### src/rtl/ltc2292_capture_ctrl.sv
// LTC2292 dual-channel ADC capture sequencer: power/wake control, trigger,
// pipeline-latency discard and fixed-length A, B or A/B interleaved streaming.
module ltc2292_capture_ctrl #(
   parameter int WIDTH       = 12,
   parameter int CNT_W       = 16,
   parameter int WAKE_CYCLES = 1000,
   parameter int DISCARD     = 5
) (
   input  logic             clk,
   input  logic             rst,
   input  logic             enable,
   input  logic             trigger,
   input  logic [1:0]       chan_sel,
   input  logic [CNT_W-1:0] num_samples,
   input  logic [WIDTH-1:0] dai,
   input  logic [WIDTH-1:0] dbi,
   input  logic             ready,
   output logic             shdn,
   output logic             oe_n,
   output logic [WIDTH-1:0] data,
   output logic             data_chan,
   output logic             valid,
   output logic             busy,
   output logic             done,
   output logic             overrun
);

   localparam logic [2:0] S_IDLE    = 3'd0;
   localparam logic [2:0] S_WAKE    = 3'd1;
   localparam logic [2:0] S_ARMED   = 3'd2;
   localparam logic [2:0] S_DISCARD = 3'd3;
   localparam logic [2:0] S_CAPTURE = 3'd4;

   localparam int WAKE_W = (WAKE_CYCLES < 2) ? 1 : $clog2(WAKE_CYCLES + 1);
   localparam int DISC_W = $clog2(DISCARD + 2);

   logic [2:0]        state_q, state_d;
   logic [WAKE_W-1:0] wake_cnt_q, wake_cnt_d;
   logic [DISC_W-1:0] disc_cnt_q, disc_cnt_d;
   logic [CNT_W-1:0]  word_cnt_q, word_cnt_d;
   logic [CNT_W-1:0]  num_q, num_d;
   logic [1:0]        chan_q, chan_d;
   logic [WIDTH-1:0]  b_buf_q, b_buf_d;
   logic [WIDTH-1:0]  data_q, data_d;
   logic              data_chan_q, data_chan_d;
   logic              valid_q, valid_d;
   logic              busy_q, busy_d;
   logic              done_q, done_d;
   logic              overrun_q, overrun_d;
   logic              shdn_q, shdn_d;
   logic              oe_n_q, oe_n_d;

   logic              load_word;
   logic              ovr_clr;
   logic [CNT_W-1:0]  word_idx;
   logic [1:0]        word_chan;

   always_comb begin
      state_d     = state_q;
      wake_cnt_d  = wake_cnt_q;
      disc_cnt_d  = disc_cnt_q;
      word_cnt_d  = word_cnt_q;
      num_d       = num_q;
      chan_d      = chan_q;
      b_buf_d     = b_buf_q;
      data_d      = data_q;
      data_chan_d = data_chan_q;
      done_d      = 1'b0;
      load_word   = 1'b0;
      ovr_clr     = 1'b0;
      word_idx    = word_cnt_q;
      word_chan   = chan_q;

      case (state_q)
         S_IDLE: begin
            if (enable) begin
               state_d    = S_WAKE;
               wake_cnt_d = '0;
            end
         end
         S_WAKE: begin
            if (wake_cnt_q == WAKE_W'(WAKE_CYCLES - 1)) state_d = S_ARMED;
            else wake_cnt_d = wake_cnt_q + 1'b1;
         end
         S_ARMED: begin
            if (trigger) begin
               num_d   = num_samples;
               chan_d  = chan_sel;
               ovr_clr = 1'b1;
               if (num_samples == '0 || chan_sel == 2'b00) begin
                  done_d = 1'b1;
               end else if (DISCARD == 0) begin
                  state_d   = S_CAPTURE;
                  load_word = 1'b1;
                  word_idx  = '0;
                  word_chan = chan_sel;
               end else begin
                  state_d    = S_DISCARD;
                  disc_cnt_d = '0;
               end
            end
         end
         S_DISCARD: begin
            if (disc_cnt_q == DISC_W'(DISCARD - 1)) begin
               state_d   = S_CAPTURE;
               load_word = 1'b1;
               word_idx  = '0;
            end else begin
               disc_cnt_d = disc_cnt_q + 1'b1;
            end
         end
         S_CAPTURE: begin
            // word_cnt counts words already presented; equal to the target means the last one is on the bus now
            if (word_cnt_q == num_q) begin
               state_d = S_ARMED;
               done_d  = 1'b1;
            end else begin
               load_word = 1'b1;
            end
         end
         default: state_d = S_IDLE;
      endcase

      // Dropping enable aborts from any powered state, overriding trigger and completion
      if (!enable && state_q != S_IDLE) begin
         state_d   = S_IDLE;
         done_d    = 1'b0;
         load_word = 1'b0;
         ovr_clr   = 1'b0;
      end

      if (load_word) begin
         word_cnt_d = word_idx + 1'b1;
         case (word_chan)
            2'b01: begin
               data_d      = dai;
               data_chan_d = 1'b0;
            end
            2'b10: begin
               data_d      = dbi;
               data_chan_d = 1'b1;
            end
            2'b11: begin
               if (!word_idx[0]) begin
                  data_d      = dai;
                  data_chan_d = 1'b0;
                  b_buf_d     = dbi;
               end else begin
                  data_d      = b_buf_q;
                  data_chan_d = 1'b1;
               end
            end
            default: ;
         endcase
      end

      overrun_d = (overrun_q & ~ovr_clr) | (valid_q & ~ready);
      valid_d   = (state_d == S_CAPTURE);
      busy_d    = (state_d == S_CAPTURE) || (state_d == S_DISCARD);
      shdn_d    = (state_d == S_IDLE);
      oe_n_d    = (state_d == S_IDLE);
   end

   always_ff @(posedge clk) begin
      if (rst) begin
         state_q     <= S_IDLE;
         wake_cnt_q  <= '0;
         disc_cnt_q  <= '0;
         word_cnt_q  <= '0;
         num_q       <= '0;
         chan_q      <= '0;
         b_buf_q     <= '0;
         data_q      <= '0;
         data_chan_q <= 1'b0;
         valid_q     <= 1'b0;
         busy_q      <= 1'b0;
         done_q      <= 1'b0;
         overrun_q   <= 1'b0;
         shdn_q      <= 1'b1;
         oe_n_q      <= 1'b1;
      end else begin
         state_q     <= state_d;
         wake_cnt_q  <= wake_cnt_d;
         disc_cnt_q  <= disc_cnt_d;
         word_cnt_q  <= word_cnt_d;
         num_q       <= num_d;
         chan_q      <= chan_d;
         b_buf_q     <= b_buf_d;
         data_q      <= data_d;
         data_chan_q <= data_chan_d;
         valid_q     <= valid_d;
         busy_q      <= busy_d;
         done_q      <= done_d;
         overrun_q   <= overrun_d;
         shdn_q      <= shdn_d;
         oe_n_q      <= oe_n_d;
      end
   end

   assign shdn      = shdn_q;
   assign oe_n      = oe_n_q;
   assign data      = data_q;
   assign data_chan = data_chan_q;
   assign valid     = valid_q;
   assign busy      = busy_q;
   assign done      = done_q;
   assign overrun   = overrun_q;

endmodule

### config.mk
export PLATFORM = sky130hd
export DESIGN_NAME = ltc2292_capture_ctrl
export DESIGN_NICKNAME = d
export VERILOG_FILES = /design/src/rtl/ltc2292_capture_ctrl.sv
export SDC_FILE = /design/constraint.sdc
export NUM_CORES = 1
export LEC_CHECK = 0
export CORE_ASPECT_RATIO = 0.6
export CORE_MARGIN = 2
export CORE_UTILIZATION = 54
export DETAILED_ROUTE_END_ITERATION = 12
export GPL_ROUTABILITY_DRIVEN = 0
export GPL_TIMING_DRIVEN = 0
export PLACE_DENSITY = 0.9
export SYNTH_ARGS = -nofsm -noshare
export SYNTH_HDL_FRONTEND = slang
export SYNTH_SLANG_ARGS = --single-unit
### constraint.sdc
create_clock -name clk -period 3.6 [get_ports clk]
set_clock_uncertainty 0.2 [all_clocks]
set_input_delay 0.72 -clock clk [delete_from_list [all_inputs] [get_ports clk]]
set_output_delay 0.72 -clock clk [all_outputs]
set_load 0.01 [all_outputs]
After elaboration in Yosys (flattened, before gate mapping)
Index checks and enable logic that the tools add are counted.
Cells by class
  add/subtract/negate cells: 3
  multipliers: 0
  divide/modulo/power cells: 0
  $lt $le $gt $ge: 0
  equal/unequal tests: 17
  shifts and indexed selects: 0
  mux-type cells: 32
  bitwise operators: 6
  reductions and logical operators: 18
Operators by type and width (number)
  $pmux W12 S3: 1
  $mux W16: 2
  $mux W3: 10
  $mux W10: 2
  $pmux W10 S2: 1
  $add A16 B1 Y16 const B: 1
  $eq A16 B16 Y1: 1
  $logic_not A16 Y1: 1
  $pmux W3 S5: 1
  $mux W12: 1
  $add A10 B1 Y10 const B: 1
  $eq A10 B10 Y1 const B: 1
  $mux W1: 10
  $ne A2 B2 Y1 const B: 5
  $eq A3 B2 Y1 const B: 3
  $eq A3 B3 Y1 const B: 3
  $logic_not A3 Y1: 2
  $pmux W3 S2: 1
  $reduce_and A3 Y1: 2
  $reduce_bool A3 Y1: 2
  $eq A2 B2 Y1 const B: 2
  $pmux W1 S2: 2
  $reduce_and A2 Y1: 2
  $reduce_and A4 Y1: 1
  other kinds (13): 18
Word-level totals
  register bits after elaboration: 80
  latch bits: 0
  RAM bits: 0
  ROM bits: 0
  input bits: 47
  output and inout bits: 19
  memories kept: 0

Longest topological paths before layout
Gate-level depths: netlist of run 1.
  depth in word-level cells: 8
  mapped depth: 12
  mapped depth without buffers: 11

Worst setup path before layout of run 1
OpenSTA, ideal clock, no wires.
  path type: register to register
  start point: register disc_cnt_q[0]
  end point: register word_cnt_q[12]
  arrival time: 2.337 ns
  required time: 3.272 ns
  slack: 0.936 ns
  stages on the path, launching flop included: 13
  buffers on the path: 1
  clock period less this slack: 2.664 ns
  cell sequence: dfxtp_1 > inv_1 > ha_1 > nand2_1 > nor2_1 > nor2_1 > buf_4 > ha_1 > and3_1 > nand4_1 > nor4b_1 > xor2_1 > nor2_1
Between the ends
  word-level cells in the longest chain between the ends: 4
  elaborated cells on any way between the ends: 7
  classes of those cells: add/sub: 1; eq/ne: 1; mux: 5
RTL lines
  start: declaration: RTL line 39  | logic [DISC_W-1:0] disc_cnt_q, disc_cnt_d;
  start signal: assignment: RTL line 184  | disc_cnt_q <= disc_cnt_d;
  $eq A3 B3 Y1 (*): RTL line 104  | if (disc_cnt_q == DISC_W'(DISCARD - 1)) begin
  $mux W16 / $mux W1 (equally long branches): RTL line 104
  $mux W16 / $pmux W1 S2 (equally long branches): RTL line 74  | case (state_q)
  $add A16 B1 Y16 / $mux W1 (equally long branches): RTL line 133, 125
  end signal: assignment: RTL line 185  | word_cnt_q <= word_cnt_d;
  end: declaration: RTL line 40  | logic [CNT_W-1:0] word_cnt_q, word_cnt_d;
Mark *: on every way between the ends. The rest lies on a longest branch, timed or not.
A chain may end at the register's enable or synchronous reset.

Worst setup path in the final report of run 1
  start point: register state_q[0]
  end point: register data_q[3] (netlist: data[3])
Between the ends
  word-level cells in the longest chain between the ends: 4
  elaborated cells on any way between the ends: 10
  classes of those cells: eq/ne: 2; mux: 5; reduce/logical: 3
RTL lines
  start: declaration: RTL line 37  | logic [2:0] state_q, state_d;
  start signal: assignment: RTL line 182  | state_q <= state_d;
  $eq A3 B2 Y1 (tied with other cells): RTL line 74
  $mux W16 (tied with other cells): RTL line 74
  $mux W12 / $mux W1 (equally long branches): RTL line 144, 125
  $pmux W12 S3 / $reduce_and A2 Y1 (equally long branches)
  end signal: assignment: RTL line 189  | data_q <= data_d;
  end: declaration: RTL line 44  | logic [WIDTH-1:0] data_q, data_d;
Parallel ways exist; a longest one is shown, timed or not.

==> out/qor.txt, run 1 <==
Slew @ Worst Pin - 1.213 ns
CP most frequent cell - nor2_1
max-slew violations - 0
Nets - 629
post-synthesis instance total - 503
RSZ-0062 raised after global routing - false
I/O pin count - 66
# setup viols final - 0
CTS tree - built
met2 usage in global routing - 0.4580
CTS root buf - clkbuf_16
cts bufs inserted - 9
Core Box Area - 7327 um2
Die Height - 71.53 um
HPWL Detailed - 8571 um
crit path from - state_q[0]
Max Cap Violations - 0
antenna viol nets, final - 0
detail-routed via count per cell - 5.971
ys flop type - dfxtp_1
FF/Latch Area - 1602 um2
setup TNS - 0 ns
post-place setup slack - 0.4062 ns
Worst Path Required - 3.69 ns
largest net degree at the start of global routing - 16
total number of vias - 4,102
Seq/Total Area, Yosys - 0.3902
multi-input logic area - 2321 um2
Die Wd - 116.5 um
Slowest Stage Delay on Critical Path - 1.05 ns
ant diodes - 0
Area contributors post-synth - dfxtp_1, nand2_1, a21oi_1
R2R Path End - data[3]
gr busiest metal - met2
Yosys reg bits - 80
syn_area_per_cell - 8.159 um2
crit path DAT - 3.54 ns
Max Freq - 290.4 MHz
initial antenna violation count - 0
Synth cell types - 54
Min Hold Slack - 0.2715 ns
synthesized area - 4104 um2
min cycle time layout - 3.443 ns
leakage power - 1.716 nW
design area - 5186 um2
WS Path Type - reg2reg
EDFF count, synth - 0
Post-synth ARST share - 0
Worst setup endpoint - data[3]
final count of hold timing violations - 0
final cycle utilization of the critical path - 0.9565
1st-pass router iterations - 7
Setup Fix Bufs, Post-CTS - 0
worst path cell trace - clkbuf_1 -> nand3b_1 -> nor2_1 -> nor2_1 -> buf_4 -> mux2i_1 -> a2111oi_0 -> mux2_2
outcome - finished clean
vias in the first global route - 3,843
R2R setup slack - 0.16 ns
Setup crit start kind - flip-flop
reg2reg path depth - 8
clock insertion delay at the later pin of the skew report - 0.35 ns
syn_nets - 554
PortBufs - 64
Reg clk slew, reported paths - 0.06 ns
max_slew headroom - 0.1703
total wire length - 11,850 um
initial drt markers - 516
die footprint - 8336 um2
number of H-tree levels - 3
GR Layer Usage met1 - 0.3949
CTS Hold Buffers Added - 0
met3 usage - 0.09560
buffer depth of the longest clock path - 2
Yosys Warn Count - 0
Crit-path slowest cell - a2111oi_0
Final Worst Setup Slack - 0.1568 ns
global-route wire length before repair - 18,890 um
gr ovfl total - 0
Layout area overhead - 26.37%
Reg2Reg Launch Point - state_q[0]
Hold Crit Class - reg2reg
routed len/inst - 17.24 um
GRT Util Overall - 0.2969
DRC - 0
P per Cell Area - 381.1 nW/um2
post_cts resized - 0
Starting Density - 0.5601
top cell type's share of synthesized area - 0.3902
Crit. End Element - flip-flop
Site Rows - 24
clock tree sinks - 80
fill cell count - 580
fraction of layout cells with a size suffix above 1 - 0.07376
crit path max fanout - 10
Worst VDD drop - 0.0003683 V
placed cell areas - 4875 um2
area leader, netlist - dfxtp_1
[metal layers]
| metal | vias up | wire length [um] |
|---|---|---|
| li1 | 1926 | - |
| met1 | 1923 | 5006 |
| met2 | 227 | 5379 |
| met3 | 26 | 1259 |
| met4 | 0 | 203 |
| met5 | - | 0 |
[flip-flops by register name, indices dropped and copies added, names as in the netlist]
name	count
b_buf_q	12
busy	1
chan_q	2
data	12
data_chan	1
disc_cnt_q	3
done	1
num_q	16
oe_n	1
overrun	1
state_q	3
valid	1
wake_cnt_q	10
word_cnt_q	16
[final cells by class]
type,instances,area share
Sequential cell,80,0.3088
Clock buffer,10,0.04608
Buffer,33,0.02774
Tap cell,104,0.02509
Multi-Input combinational cell,380,0.4475
Timing Repair Buffer,64,0.1235
Inverter,10,0.007238
Clock inverter,6,0.01399
[report_power, final]
part	internal [mW]	switching, mW
Clock	0.566	0.399
Sequential	0.888	0.00181
Combinational	0.0627	0.0597
[worst min-delay path by stage]
stage                     start          end  cells past startpoint
detailed placement     num_q[0]     num_q[0]                      2
CTS                  b_buf_q[9]   b_buf_q[9]                      2
global route           num_q[8]     num_q[8]                      2
floorplan            b_buf_q[0]   b_buf_q[0]                      2
global placement    b_buf_q[10]  b_buf_q[10]                      2
finish                 num_q[9]     num_q[9]                      2
[layout by cell type, fill, tap and decap left out, drive strengths merged, types with 15 or more instances in the layout]
master          n
dfxtp          80
clkdlybuf4s50  64
nand2          61
nor2           56
a21oi          42
clkbuf         34
nand3          21
o21ai          20
xnor2          18
mux2i          16
nor2b          15
[Yosys cell counts (4+ instances only)]
cell	number
clkbuf_1	24
ha_1	4
buf_2	4
nor4_1	9
o21ai_0	19
a2111oi_0	12
nor3_1	5
or4_1	4
and3_1	6
nand2b_1	14
nand2_1	61
a21oi_1	42
nand4_1	13
mux2_2	12
nor2_1	56
nand3_1	21
xnor2_1	18
dfxtp_1	80
inv_1	10
xor2_1	10
nor2b_1	15
or3_1	5
mux2i_1	16
[kinds of logic (layout without fill, tap and decap cells)]
group | after synthesis | after routing | share of synthesized area
and+or+nand+nor | 223 | 223 | 0.2738
adders and majority gates | 4 | 4 | 0.01220
AOI/OAI and AO/OA | 96 | 96 | 0.1451
DFF | 80 | 80 | 0.3902
xor gates and xnor gates | 28 | 28 | 0.05975
buffers and inverters | 43 | 123 | 0.04421
muxes | 29 | 29 | 0.07469
[metrics by stage]
stage,std cells,util,power [mW]
after detailed placement,671,0.6653,1.027
after global placement,671,0.6653,1.024
after floorplan,503,-,0.9493
final,687,0.7078,1.977
after global routing,687,0.7078,2.024
after CTS,687,0.7078,1.971
[critical path, delay by kind of cell, from the launching register on]
family | cells | cell delay [ns]
DFF | 1 | 0.30
buffers and inverters | 2 | 0.64
AOI/OAI and AO/OA | 1 | 1.05
and+or+nand+nor | 3 | 0.76
muxes | 2 | 0.43
(Power assumes the default switching activity.)
==> run 2: changes to the inputs <==
Settings changed: CORE_ASPECT_RATIO 0.6 to 1.2, RECOVER_POWER set to 25.
==> run 2 against run 1 <==
Worst setup slack gained 0.29 ns. Clock power is 36% lower. Non-clock buffer count did not move. Cell area fell by 2.9%. Core utilization fell by 2.0 points. Flip-flop and latch count is the same. Hold slack better by 0.0049 ns. Largest cell class unchanged.
==> out/qor.txt, run 2 (synthesis gave the netlist of run 1 again) <==
outcome - finished clean
Crit. End Element - flip-flop
post_cts resized - 0
gr ovfl total - 0
detail-routed via count per cell - 5.999
commonest non-fill, non-tap cell in the layout - dfxtp_1
Crit-path slowest cell - nor2_1
Setup crit start kind - flip-flop
crit path max fanout - 10
PortBufs - 64
Slew @ Worst Pin - 0.8083 ns
cts bufs inserted - 9
HPWL Detailed - 8247 um
I/O pin count - 66
die footprint - 8316 um2
final cycle utilization of the critical path - 0.8750
crit path from - disc_cnt_q[1]
max_slew headroom - 0.4472
WS Path Type - reg2reg
Crit path max-delay family - simple AND/OR/NAND/NOR gates
fill cell count - 618
DRC - 0
buffer depth of the longest clock path - 2
Worst VDD drop - 0.0002681 V
GRT Util Overall - 0.2766
FF/Latch Area - 1602 um2
Setup Fix Bufs, Post-CTS - 0
total wire length - 11,410 um
total number of vias - 4,037
CTS tree - built
most frequent cells in the layout - dfxtp_1, nand2_1, nor2_1, clkdlybuf4s50_1, a21oi_1
final count of hold timing violations - 0
CP most frequent cell - nor2_1
Max Freq - 317.5 MHz
multi-input logic area - 2321 um2
clock tree sinks - 80
P per Cell Area - 321.9 nW/um2
antenna viol nets, final - 0
Site Rows - 34
overall power - 1.621 mW
RSZ-0062 raised after global routing - false
initial antenna violation count - 0
Die Wd - 83.58 um
max-slew violations - 0
worst path cell trace - inv_1 -> ha_1 -> nand2_1 -> nor2_1 -> nor2_1 -> buf_4 -> ha_1 -> and3_1 -> nand4_1 -> nor4b_1 -> xor2_1 -> nor2_1
largest net degree at the start of global routing - 16
Starting Density - 0.5609
Reg clk slew, reported paths - 0.08 ns
clock insertion delay at the later pin of the skew report - 0.38 ns
Slowest Stage Delay on Critical Path - 0.40 ns
crit path DAT - 3.19 ns
# setup viols final - 0
1st-pass router iterations - 5
CTS Hold Buffers Added - 0
Max Cap Violations - 0
Worst Path Required - 3.64 ns
Die Height - 99.50 um
leakage power - 1.702 nW
Reg2Reg Launch Point - disc_cnt_q[1]
vias in the first global route - 4,046
setup TNS - 0 ns
CTS root buf - clkbuf_8
ant diodes - 0
Nets - 629
biggest regs - num_q (16), word_cnt_q (16)
R2R setup slack - 0.45 ns
routed len/inst - 16.95 um
fraction of layout cells with a size suffix above 1 - 0.07376
Layout area overhead - 22.68%
min cycle time layout - 3.150 ns
Hold Crit Class - reg2reg
number of H-tree levels - 3
initial drt markers - 352
global-route wire length before repair - 18,360 um
Core Box Area - 7317 um2
hold path startpoint - b_buf_q[8]
CP Buf/Inv Count - 2
[run 2: changes by cell type in the layout (fill, tap and decap cells not counted), sizes merged]
cell	before	now
clkinvlp	1	3
clkbuf	34	33
dlygate4sd3	0	18
clkdlybuf4s50	64	46
bufinv	1	0
inv	14	12
clkinv	0	2
[run 2: report_power, final]
part	total (mW)	internal, mW	switching (mW)
Combinational	0.119	0.0620	0.0566
Sequential	0.889	0.887	0.00227
Clock	0.613	0.254	0.359
[run 2: layout make-up]
| class | instances | area share |
|---|---|---|
| Buffer | 33 | 0.02858 |
| Tap cell | 90 | 0.02237 |
| Clock buffer | 9 | 0.02460 |
| Clock inverter | 7 | 0.01069 |
| Inverter | 10 | 0.007455 |
| Sequential cell | 80 | 0.3181 |
| Multi-Input combinational cell | 380 | 0.4610 |
| Timing Repair Buffer | 64 | 0.1272 |
[run 2: metal layers]
| metal | vias up | track usage | share of wire |
|---|---|---|---|
| li1 | 1923 | - | - |
| met1 | 1864 | 0.2944 | 0.38 |
| met2 | 194 | 0.4831 | 0.49 |
| met5 | - | 0 | 0 |
| met3 | 56 | 0.07386 | 0.078 |
| met4 | 0 | 0.1774 | 0.046 |
[run 2: worst paths after layout]
| check | end | cells past startpoint |
|---|---|---|
| worst min-delay path | b_buf_q[8] | 2 |
| worst max register to register | word_cnt_q[12] | 12 |
| worst min register to register | b_buf_q[8] | 2 |
| worst max-delay path | word_cnt_q[12] | 12 |
[run 2: metrics by stage]
stage / setup WS (ns) / instances / area, um2 / hold slack (ns) / utilization
finish: 0.4500 / 673 / 5035 / 0.2764 / 0.6881
global route: 0.1950 / 673 / 5035 / 0.2939 / 0.6881
CTS: 0.4750 / 673 / 5035 / 0.2748 / 0.6881
global placement: 0.4382 / 657 / 4857 / 0.2545 / 0.6638
detailed placement: 0.3962 / 657 / 4857 / 0.2638 / 0.6638
floorplan: 0.9355 / 503 / 4104 / 0.2440 / -
[run 2: tightest hold or removal path: cells and delay by family, from the launching register on]
family,cells,cell delay (ns)
DFF,1,0.31
AOI/OAI and AO/OA,2,0.12
==> run 3: changes to the inputs <==
==> constraint.sdc (replaced) <==
create_clock -name clk -period 3.5 [get_ports clk]
set_clock_uncertainty 0.2 [all_clocks]
set_input_delay 0.525 -clock clk [delete_from_list [all_inputs] [get_ports clk]]
set_output_delay 0.525 -clock clk [all_outputs]
set_load 0.01 [all_outputs]
==> run 3 against run 2 <==
Clock power increased by 3%. Largest cell class unchanged. Via count increased by 0.17%. Register-to-register slack got worse by 0.11 ns. Critical path depth unchanged. Global-route usage unchanged. Worst setup slack got worse by 0.11 ns. Power increased by 3.0%. Highest routed layer unchanged. Fmax decreased by 0.28%. Sequential power increased by 2.8%. Final cell count unchanged.
==> out/qor.txt, run 3 (synthesis gave the netlist of run 1 again) <==
RSZ-0062 raised after global routing - false
Max Freq - 316.6 MHz
buffer depth of the longest clock path - 2
global-route wire length before repair - 18,360 um
Worst Path Required - 3.55 ns
antenna viol nets, final - 0
HPWL Detailed - 8247 um
Switch Pwr - 0.4320 mW
reg2reg path depth - 12
cts bufs inserted - 9
FF/Latch Area - 1602 um2
sequential power share - 0.548
fin util - 0.6879
total wire length - 11,420 um
R2R setup slack - 0.34 ns
R2R Path End - word_cnt_q[12]
Worst VDD drop - 0.0002744 V
# setup viols final - 0
fraction of layout cells with a size suffix above 1 - 0.07204
commonest non-fill, non-tap cell in the layout - dfxtp_1
routed len/inst - 16.97 um
hold path startpoint - b_buf_q[8]
ant diodes - 0
Net Sw Frac - 0.2587
Die Wd - 83.58 um
Reg clk slew, reported paths - 0.08 ns
post_cts resized - 0
Comb power frac - 0.073
P per Cell Area - 331.7 nW/um2
final cycle utilization of the critical path - 0.9025
overall power - 1.670 mW
crit path max fanout - 10
final count of hold timing violations - 0
I/O pin count - 66
gr ovfl total - 0
Starting Density - 0.5609
initial drt markers - 347
min cycle time layout - 3.159 ns
CP most frequent cell - nor2_1
Nets - 629
setup TNS - 0 ns
max-slew violations - 0
Reg2Reg Launch Point - disc_cnt_q[1]
leakage power - 1.704 nW
Setup Fix Bufs, Post-CTS - 0
Core Box Area - 7317 um2
die footprint - 8316 um2
Site Rows - 34
most frequent cells in the layout - dfxtp_1, nand2_1, nor2_1, clkdlybuf4s50_1, a21oi_1
CTS tree - built
total number of vias - 4,044
P_int - 1.238 mW
Crit-path slowest cell - nor2_1
fill cell count - 619
DRC - 0
max_slew headroom - 0.4472
Crit. End Element - flip-flop
clock tree sinks - 80
outcome - finished clean
crit path DAT - 3.21 ns
detail-routed via count per cell - 6.009
Slew @ Worst Pin - 0.8083 ns
PortBufs - 64
largest net degree at the start of global routing - 16
number of H-tree levels - 3
Hold Crit Class - reg2reg
Slowest Stage Delay on Critical Path - 0.40 ns
Layout area overhead - 22.65%
1st-pass router iterations - 5
clock insertion delay at the later pin of the skew report - 0.38 ns
Clock Power Share - 0.379
Worst Hold End - b_buf_q[8]
Setup crit start kind - flip-flop
biggest regs - num_q (16), word_cnt_q (16)
worst path cell trace - inv_1 -> ha_1 -> nand2_1 -> nor2_1 -> nor2_1 -> buf_4 -> ha_1 -> and3_1 -> nand4_1 -> nor4b_1 -> xor2_1 -> nor2_1
vias in the first global route - 4,046
CTS root buf - clkbuf_8
Die Height - 99.50 um
CTS Hold Buffers Added - 0
Max Cap Violations - 0
WS Path Type - reg2reg
GRT Util Overall - 0.2766
initial antenna violation count - 0
multi-input logic area - 2321 um2
hold depth - 2
## run 3: changes by cell type in the layout (fill, tap and decap cells not counted)
cell             delta
buf_2               -1
clkbuf_1            +1
clkdlybuf4s50_1     -1
dlygate4sd3_1       +1
## run 3: worst max-delay path: cells and delay by family, from the launching register on
family	cells	cell delay, ns
adder cells (fa/ha/maj)	2	0.42
buffers and inverters	2	0.38
flip-flops	1	0.36
AND/OR/NAND/NOR	7	1.50
XOR/XNOR	1	0.18
## run 3: worst max path at each step
stage,startpoint,end,slack [ns],cells after the start
2_1_floorplan,disc_cnt_q[0],word_cnt_q[12],0.84,12
3_3_place_gp,disc_cnt_q[0],word_cnt_q[12],0.48,12
3_5_place_dp,disc_cnt_q[0],word_cnt_q[10],0.40,12
4_1_cts,disc_cnt_q[0],word_cnt_q[10],0.38,12
5_1_grt,disc_cnt_q[0],word_cnt_q[12],0.09,12
6_report,disc_cnt_q[1],word_cnt_q[12],0.34,12
## run 3: layer usage
| metal | track usage | wire (um) | share of wire | up-vias |
|---|---|---|---|---|
| met1 | 0.2944 | 4320 | 0.38 | 1873 |
| met4 | 0.1774 | 569 | 0.050 | 0 |
| met2 | 0.4831 | 5618 | 0.49 | 198 |
| met3 | 0.07386 | 914 | 0.080 | 51 |
| met5 | 0 | 0 | 0 | - |
| li1 | - | - | - | 1922 |
## run 3: area by class of cell
type | count | share of cell area
buffer | 33 | 0.02834
sequential | 80 | 0.3182
inverter | 10 | 0.007457
clock inverter | 7 | 0.01069
timing repair buffer | 64 | 0.1273
multi-input combinational | 380 | 0.4611
clock buffer | 9 | 0.02461
tap | 90 | 0.02237
## run 3: stage by stage
stage	cell area, um2	hold slack [ns]	setup slack [ns]	instances
CTS	5035	0.2748	0.3750	673
floorplan	4104	0.2440	0.8355	503
finish	5034	0.2770	0.3412	673
detailed placement	4857	0.2638	0.3965	657
global placement	4857	0.2545	0.4821	657
global route	5034	0.2939	0.09498	673
## run 3: power by group through the flow
| stage | sequential (mW) | combinational, mW | clock [mW] |
|---|---|---|---|
| final | 0.914 | 0.122 | 0.633 |
| after CTS | 0.914 | 0.121 | 0.633 |
| after global routing | 0.915 | 0.130 | 0.679 |
| after global placement | 0.935 | 0.117 | 0 |
| after floorplan | 0.936 | 0.0409 | 0 |
| after detailed placement | 0.936 | 0.120 | 0 |
